## config.mk

```make
export PLATFORM = sky130hd
export DESIGN_NAME = systolic_result_drain_flat
export DESIGN_NICKNAME = d
export VERILOG_FILES = /design/src/rtl/systolic_result_drain_if.sv /design/src/rtl/systolic_result_drain.sv /design/src/flat_wrapper.sv
export SDC_FILE = /design/constraint.sdc
export NUM_CORES = 2
export LEC_CHECK = 0
export CORE_MARGIN = 8
export CORE_UTILIZATION = 45
export CTS_BUF_LIST = sky130_fd_sc_hd__clkbuf_4 sky130_fd_sc_hd__clkbuf_8
export DETAILED_ROUTE_END_ITERATION = 6
export DONT_BUFFER_PORTS = 1
export HOLD_SLACK_MARGIN = 0.1
export PLACE_DENSITY = 0.65
export RECOVER_POWER = 100
export REMOVE_ABC_BUFFERS = 1
export SLEW_MARGIN = 20
export SYNTH_ARGS = -nofsm -noshare
export SYNTH_HDL_FRONTEND = slang
export SYNTH_SLANG_ARGS = --single-unit
```

## constraint.sdc

```tcl
create_clock -name clk -period 18.46 [get_ports clk]
set_clock_uncertainty 0.05 [all_clocks]
set_input_delay 0.923 -clock clk [delete_from_list [all_inputs] [get_ports clk]]
set_output_delay 0.923 -clock clk [all_outputs]
set_load 0.02 [all_outputs]
```

## src/rtl/systolic_result_drain_if.sv

```systemverilog
// systolic_result_drain_if: valid/ready element stream leaving the result drain
interface systolic_result_drain_if #(parameter int OUT_W = 16);
  logic [OUT_W-1:0] m_data;
  logic m_valid;
  logic m_ready;
  logic m_last;
  logic [3:0] m_index;
  modport master(output m_data, m_valid, m_last, m_index, input m_ready);
  modport slave(input m_data, m_valid, m_last, m_index, output m_ready);
endinterface

```

## src/rtl/systolic_result_drain.sv

```systemverilog
// systolic_result_drain: captures a 4x4 result matrix on a done rise and streams its 16 elements saturated to OUT_W
module systolic_result_drain #(parameter int OUT_W = 16) (
  input  logic clk,
  input  logic reset,
  input  logic [511:0] y_in,
  input  logic done_in,
  systolic_result_drain_if.master m,
  output logic busy,
  output logic sat_flag,
  output logic overrun
);
  localparam logic signed [32:0] MAXV = (33'sd1 <<< (OUT_W - 1)) - 33'sd1;
  localparam logic signed [32:0] MINV = -(33'sd1 <<< (OUT_W - 1));
  typedef enum logic {IDLE, STREAM} state_t;
  state_t state;
  logic [0:15][31:0] mat;
  logic [0:15][31:0] y_v;
  logic [3:0] idx;
  logic done_d, rise, xfer, any_sat;
  function automatic logic [OUT_W-1:0] clamp(input logic [31:0] e);
    logic signed [32:0] v;
    v = {e[31], e};
    return v > MAXV ? MAXV[OUT_W-1:0] : v < MINV ? MINV[OUT_W-1:0] : e[OUT_W-1:0];
  endfunction
  function automatic logic ovf(input logic [31:0] e);
    logic signed [32:0] v;
    v = {e[31], e};
    return v > MAXV || v < MINV;
  endfunction
  assign y_v = y_in;
  assign rise = done_in & ~done_d;
  assign xfer = m.m_valid & m.m_ready;
  assign m.m_valid = state == STREAM;
  assign m.m_last = m.m_valid && idx == 4'd15;
  assign m.m_index = idx;
  assign m.m_data = clamp(mat[idx]);
  assign busy = m.m_valid;
  always_comb begin
    any_sat = 1'b0;
    for (int i = 0; i < 16; i++) any_sat = any_sat | ovf(y_v[i]);
  end
  // a last transfer frees the buffer on the same edge, so a coinciding rise is taken rather than dropped
  always_ff @(posedge clk or posedge reset) begin
    if (reset) begin
      state <= IDLE;
      idx <= '0;
      mat <= '0;
      done_d <= 1'b0;
      sat_flag <= 1'b0;
      overrun <= 1'b0;
    end else begin
      done_d <= done_in;
      overrun <= state == STREAM && rise && !(xfer && m.m_last);
      if (rise && (state == IDLE || (xfer && m.m_last))) begin
        mat <= y_in;
        sat_flag <= any_sat;
        idx <= '0;
        state <= STREAM;
      end else if (xfer) begin
        idx <= idx + 4'd1;
        if (m.m_last) state <= IDLE;
      end
    end
  end
endmodule

```

## src/flat_wrapper.sv

```systemverilog
// flat-port wrapper written by rule: the top's interface ports become plain ports
module systolic_result_drain_flat 
#(parameter int OUT_W = 16)
  (clk, reset, y_in, done_in, busy, sat_flag, overrun, m_m_data, m_m_valid, m_m_last, m_m_index, m_m_ready);
  systolic_result_drain_if #(.OUT_W(OUT_W)) m_i ();
  input  logic clk;
  input  logic reset;
  input  logic [511:0] y_in;
  input  logic done_in;
  output logic busy;
  output logic sat_flag;
  output logic overrun;
  output wire logic [$bits(m_i.m_data)-1:0] m_m_data;
  output wire logic [$bits(m_i.m_valid)-1:0] m_m_valid;
  output wire logic [$bits(m_i.m_last)-1:0] m_m_last;
  output wire logic [$bits(m_i.m_index)-1:0] m_m_index;
  input wire logic [$bits(m_i.m_ready)-1:0] m_m_ready;
  assign m_m_data = m_i.m_data;
  assign m_m_valid = m_i.m_valid;
  assign m_m_last = m_i.m_last;
  assign m_m_index = m_i.m_index;
  assign m_i.m_ready = m_m_ready;
  systolic_result_drain #(.OUT_W(OUT_W)) u_core (.clk(clk), .reset(reset), .y_in(y_in), .done_in(done_in), .m(m_i), .busy(busy), .sat_flag(sat_flag), .overrun(overrun));
endmodule
```

# After elaboration in Yosys (flattened, before gate mapping)
# Cells that the tools add are included.
totals:
  word_cells: 114
  output_inout_bits: 25
  inputBits: 516
  reg_bits: 520
classes:
  bitwise: 20
  n_mux: 10
  n_lt_le_gt_ge: 35
  addsub: 1
  reduce_logical: 26
  eq_ne: 1
op_table:
  columns: ["op", "n"]
  rows:
  - ["> comparator 32 x 16 -> 1 bit, second input constant", 17]
  - ["< comparator 32 x 16 -> 1 bit, second input constant", 17]
  - ["binary-select mux 32 bit (select 4 bit)", 1]
  - ["2-to-1 mux 32 bit", 2]
  - ["2-to-1 mux 16 bit", 2]
  - ["logical OR 1 bit", 17]
  - ["OR 1 bit", 15]
  - ["2-to-1 mux 4 bit", 2]
  - ["greater-or-equal comparator 5 bit, second input constant", 1]
  - ["logical AND 1 bit", 5]
  - ["inverter 4 -> 5 bit", 1]
  - ["adder 4 x 1 -> 4 bit, second input constant", 1]
  - ["== test 4 bit, second input constant", 1]
  - ["nonzero test 2 bit", 2]
  - ["2-to-1 mux 1 bit", 3]
  - ["bitwise AND 1 bit", 2]
  - ["inverter 1 bit", 2]
  - ["AND reduction 2 bit", 1]
  - ["logical NOT 1 bit", 1]

# Longest topological paths before layout
logic_depth:
  depth_word: 17
  ltp_mapped: 12

# Least setup slack after synthesis
# OpenSTA, ideal clock, no wires.
synth_path:
  path_type: "register to output"
  start: "register u_core.idx[1] (netlist: u_core.m.m_index[1])"
  end: "output m_m_data[0]"
  stages_incl_launch_ff: 9
  arrival_ns: 2.566
  slack_ns: 14.921
  path_buffers: 4
  cell_sequence: "dfrtp_1 > buf_2 > buf_2 > buf_1 > clkbuf_1 > mux4_2 > mux4_2 > inv_1 > o21bai_1"
synth_between:
  elab_chain_cells: 7
  elab_cells_between_ends: 8
  cone_classes: "2 x order compare; 5 x mux; 1 x bitwise"
synth_lines:
  columns: ["element", "line_no", "rtl"]
  rows:
  - ["start, declared", "systolic_result_drain.sv:18", "logic [3:0] idx;"]
  - ["start signal, assigned", "systolic_result_drain.sv:60", "idx <= idx + 4'd1;"]
  - ["inverter 4 -> 5 bit (not written as such) (*)", "systolic_result_drain.sv:36", "assign m.m_data = clamp(mat[idx]);"]
  - ["binary-select mux 32 bit (select 4 bit) (*)", "systolic_result_drain.sv:36", null]
  - ["2-to-1 mux 32 bit (not written as such) (*) (2 in a row)", "systolic_result_drain.sv:36", null]
  - ["< comparator 32 x 16 -> 1 bit", "systolic_result_drain.sv:23", "return v > MAXV ? MAXV[OUT_W-1:0] : v < MINV ? MINV[OUT_W-1:0] : e[OUT_W-1:0];"]
  - ["2-to-1 mux 16 bit", "systolic_result_drain.sv:23", null]
  - ["2-to-1 mux 16 bit (*)", "systolic_result_drain.sv:23", null]
  - ["end, declared", "flat_wrapper.sv:13", "output wire logic [$bits(m_i.m_data)-1:0] m_m_data;"]
# Every way passes the cells marked *; elsewhere a longest branch is shown, timed or not. The select of a mux whose other input is x is not followed.

# Final worst setup path
layout_path:
  start: "register u_core.idx[1] (netlist: u_core.m.m_index[1])"
  end: "register u_core.mat[100] in the netlist's numbering"
layout_between:
  elab_chain_cells: 5
layout_lines:
  columns: ["element", "line_no", "rtl"]
  rows:
  - ["== test 4 bit", "systolic_result_drain.sv:34", "assign m.m_last = m.m_valid && idx == 4'd15;"]
  - ["logical AND 1 bit", "systolic_result_drain.sv:34", null]
  - ["logical AND 1 bit", "systolic_result_drain.sv:54", "if (rise && (state == IDLE || (xfer && m.m_last))) begin"]
  - ["logical OR 1 bit", "systolic_result_drain.sv:54", null]
  - ["logical AND 1 bit", "systolic_result_drain.sv:54", null]
  - ["end signal, assigned", "systolic_result_drain.sv:55", "mat <= y_in;"]
  - ["end, declared", "systolic_result_drain.sv:16", "logic [0:15][31:0] mat;"]
# No other way between the ends.
# A chain may end at the register's enable or synchronous reset.

==> reports/metrics.cfg <==
[run_status]
status = finished with violations
violations = capacitance limit, slew limit

[placement]
place_area_um2 = 25300
place_inst = 2232
gp_congestion = 0.893
hpwl_um = 59500
place_ws_ns = 12.59
portBuffers = 0

[drt]
ant_nets = 0
post_drt_wl_per_cell_um = 33.0
dr.pass1.iters = 5
via_count = 15400
post-route-drc-count = 0
wirelength_um = 79400
drt-initial-drc-count = 1252
vias_per_cell = 6.41

[worst_hold_path]
hold_depth = 0
hp-class = in2reg
min_to = u_core.done_d
hold_path_startpoint = done_in

[timing]
finalMaxSlewViolations = 654
fmax_mhz = 86.7
post-route-period-util_pct = 62.5
relSlewSlack_pct = -268
holdWs_ns = 0.252
fin_ws_ns = 6.92
rsz0062_at_grt = false
tightest_slew_ns = 5.52
finalSetupViolations = 0
min_period_ns = 11.54
fin_setup_tns_ns = 0
finalHoldViolCount = 0

[yosys]
ys_seq_area_share_pct = 52.5
synth_xor_xnor_area_share_pct = 0.0707
synth_fa_ha_area_share_pct = 0.0505
ys_types = 45
avgSynthCellArea_um2 = 15.4
ys.flop_type = dfrtp_1
synth_top_family_by_area = multiplexers
synth_compound_area_share_pct = 2.90
async_reset_ff_share_pct = 100
synthMuxAreaShare_pct = 36.5
yosys.area_share.simple_pct = 5.20
synth_edf_count = 0
yosys_warnings = 0
synth-seq-cells = 520
syn_area_um2 = 24800
synthCells = 1609

[setup_path]
timing.critical_path.arrival_ns = 12.01
cp-end-kind = register
critPathKind = reg2reg
critPathLaunchType = register
max_stage_delay_ns = 2.78
ff2ff_path_depth = 8
slowest_stage = clkbuf_1
crit_fanout = 83
reg2reg_to = u_core.mat[100]
cpLargestDelayFamily = buffers and inverters
worstPathCellList = ha_1 -> nand3_1 -> a21oi_4 -> clkbuf_1 -> buf_4 -> clkbuf_1 -> buf_4 -> mux2_2
worst-path-stages = 8
rrSetupSlack_ns = 6.92
worstPathRequired_ns = 18.94
worst-path-buf-inv = 4
r2r-start = u_core.m.m_index[1]

[cts]
cts_hold_buffers = 0
post_cts_buffers = 0
root_buffer = clkbuf_8
cts_tree = done
path_clk_slew_ns = 0.06
clkLatencyLatePin_ns = 0.66
clockBufferDepth = 3
htreeDepth = 3
cts-resized-gates = 0
numClockSinks = 520
cts_inserted_buffers = 91

[cells_and_area]
layout_common_cells = dfrtp_1, mux2_2, mux4_2
final_cells = 2404
layout_commonest_cell = dfrtp_1
fin_nets = 2138
drive_gt1_share_pct = 48.8
area_delta_synth_final_pct = 9.70
fin_area_um2 = 27200

[power_and_ir_drop]
irDropWorstVdd_mv = 0.0947
powerDensity_nw_per_um2 = 187
power_leakage_nw = 10.9

[grt]
grt_max_degree = 182
track_usage_pct = 24.8
grt_pass1_vias = 16200
grt_pass1_wl_um = 115000
overflow = 0
antenna_found_initial = 12

[floorplanning]
die_area_um2 = 62800
dieHeight_um = 251
rows = 86
io_pins = 541
start_util_pct = 45.2
core_area_um2 = 54800
die_x_um = 251

[flow_run]
cap_violations = 10

## report_power, final
| part | internal [mW] | switching, mW |
|---|---|---|
| registers | 1.70 | 0.364 |
| logic | 1.04 | 0.813 |
| clock network | 0.677 | 0.482 |
| total | 3.41 | 1.66 |
## per-layer routing
| metal | global-route usage [%] | share of wire, % | vias up |
|---|---|---|---|
| li1 | - | - | 6337 |
| met3 | 10.9 | 10 | 152 |
| met1 | 29.7 | 37 | 8230 |
| met5 | 0 | 0.13 | - |
| met4 | 7.96 | 3.0 | 12 |
| met2 | 40.1 | 49 | 689 |
## flip-flops by register name, indices dropped and copies added, names as in the netlist
register / count
u_core.mat: 512
u_core.m.m_index: 4
u_core.busy: 1
u_core.done_d: 1
u_core.overrun: 1
u_core.sat_flag: 1
## how the worst max path moves through the flow
stage / startpoint / to
finish: u_core.m.m_index[1] / u_core.mat[100]
global route: u_core.m.m_index[1] / u_core.mat[100]
CTS: u_core.m.m_index[1] / m_m_data[4]
detailed placement: u_core.m.m_index[1] / u_core.mat[193]
global placement: u_core.m.m_index[1] / u_core.mat[323]
floorplan: u_core.m.m_index[0] / u_core.sat_flag
## cells by family after synthesis
| group | Yosys count |
|---|---|
| mux | 661 |
| flops | 520 |
| simple gates | 222 |
| buf+inv | 123 |
| compound gates | 80 |
| xor+xnor | 2 |
| fa+ha+maj | 1 |
## through the flow
| step | util, % | power, mW |
|---|---|---|
| 2_1_floorplan | - | 3.59 |
| 3_3_place_gp | 46.1 | 3.90 |
| 3_5_place_dp | 46.1 | 3.96 |
| 4_1_cts | 49.8 | 5.14 |
| 5_1_grt | 49.6 | 5.34 |
| 6_report | 49.6 | 5.07 |
## cells in the mapped netlist (3+ instances only)
library cell	count	area share (%)
clkbuf_1	21	0.32
mux2_2	512	23
nand2_1	18	0.27
nor2b_1	3	0.076
o22ai_1	4	0.10
buf_6	4	0.18
buf_2	62	1.3
o21bai_4	10	0.76
nand3_1	13	0.26
a22oi_1	10	0.30
o21ai_0	4	0.081
buf_1	3	0.045
nor3_1	20	0.40
nor2_1	12	0.18
dfrtp_1	520	53
mux4_2	127	12
a21oi_1	3	0.061
mux2i_1	10	0.40
a22o_1	15	0.53
a31oi_1	10	0.25
buf_12	6	0.49
nor4_1	74	1.9
mux4_1	12	1.3
o21bai_1	5	0.15
inv_1	25	0.38
nand4_1	74	1.9
a221oi_1	8	0.28
## final cells by class
cell class | instances | area, um^2
antenna | 7 | 17.5
clock buffer | 144 | 1810
clock inverter | 21 | 221
fill | 4678 | 27600
inverter | 25 | 95.1
multi-input combinational | 966 | 11000
sequential | 520 | 13000
tap | 704 | 881
timing repair buffer | 17 | 126
(Power assumes the default switching activity.)
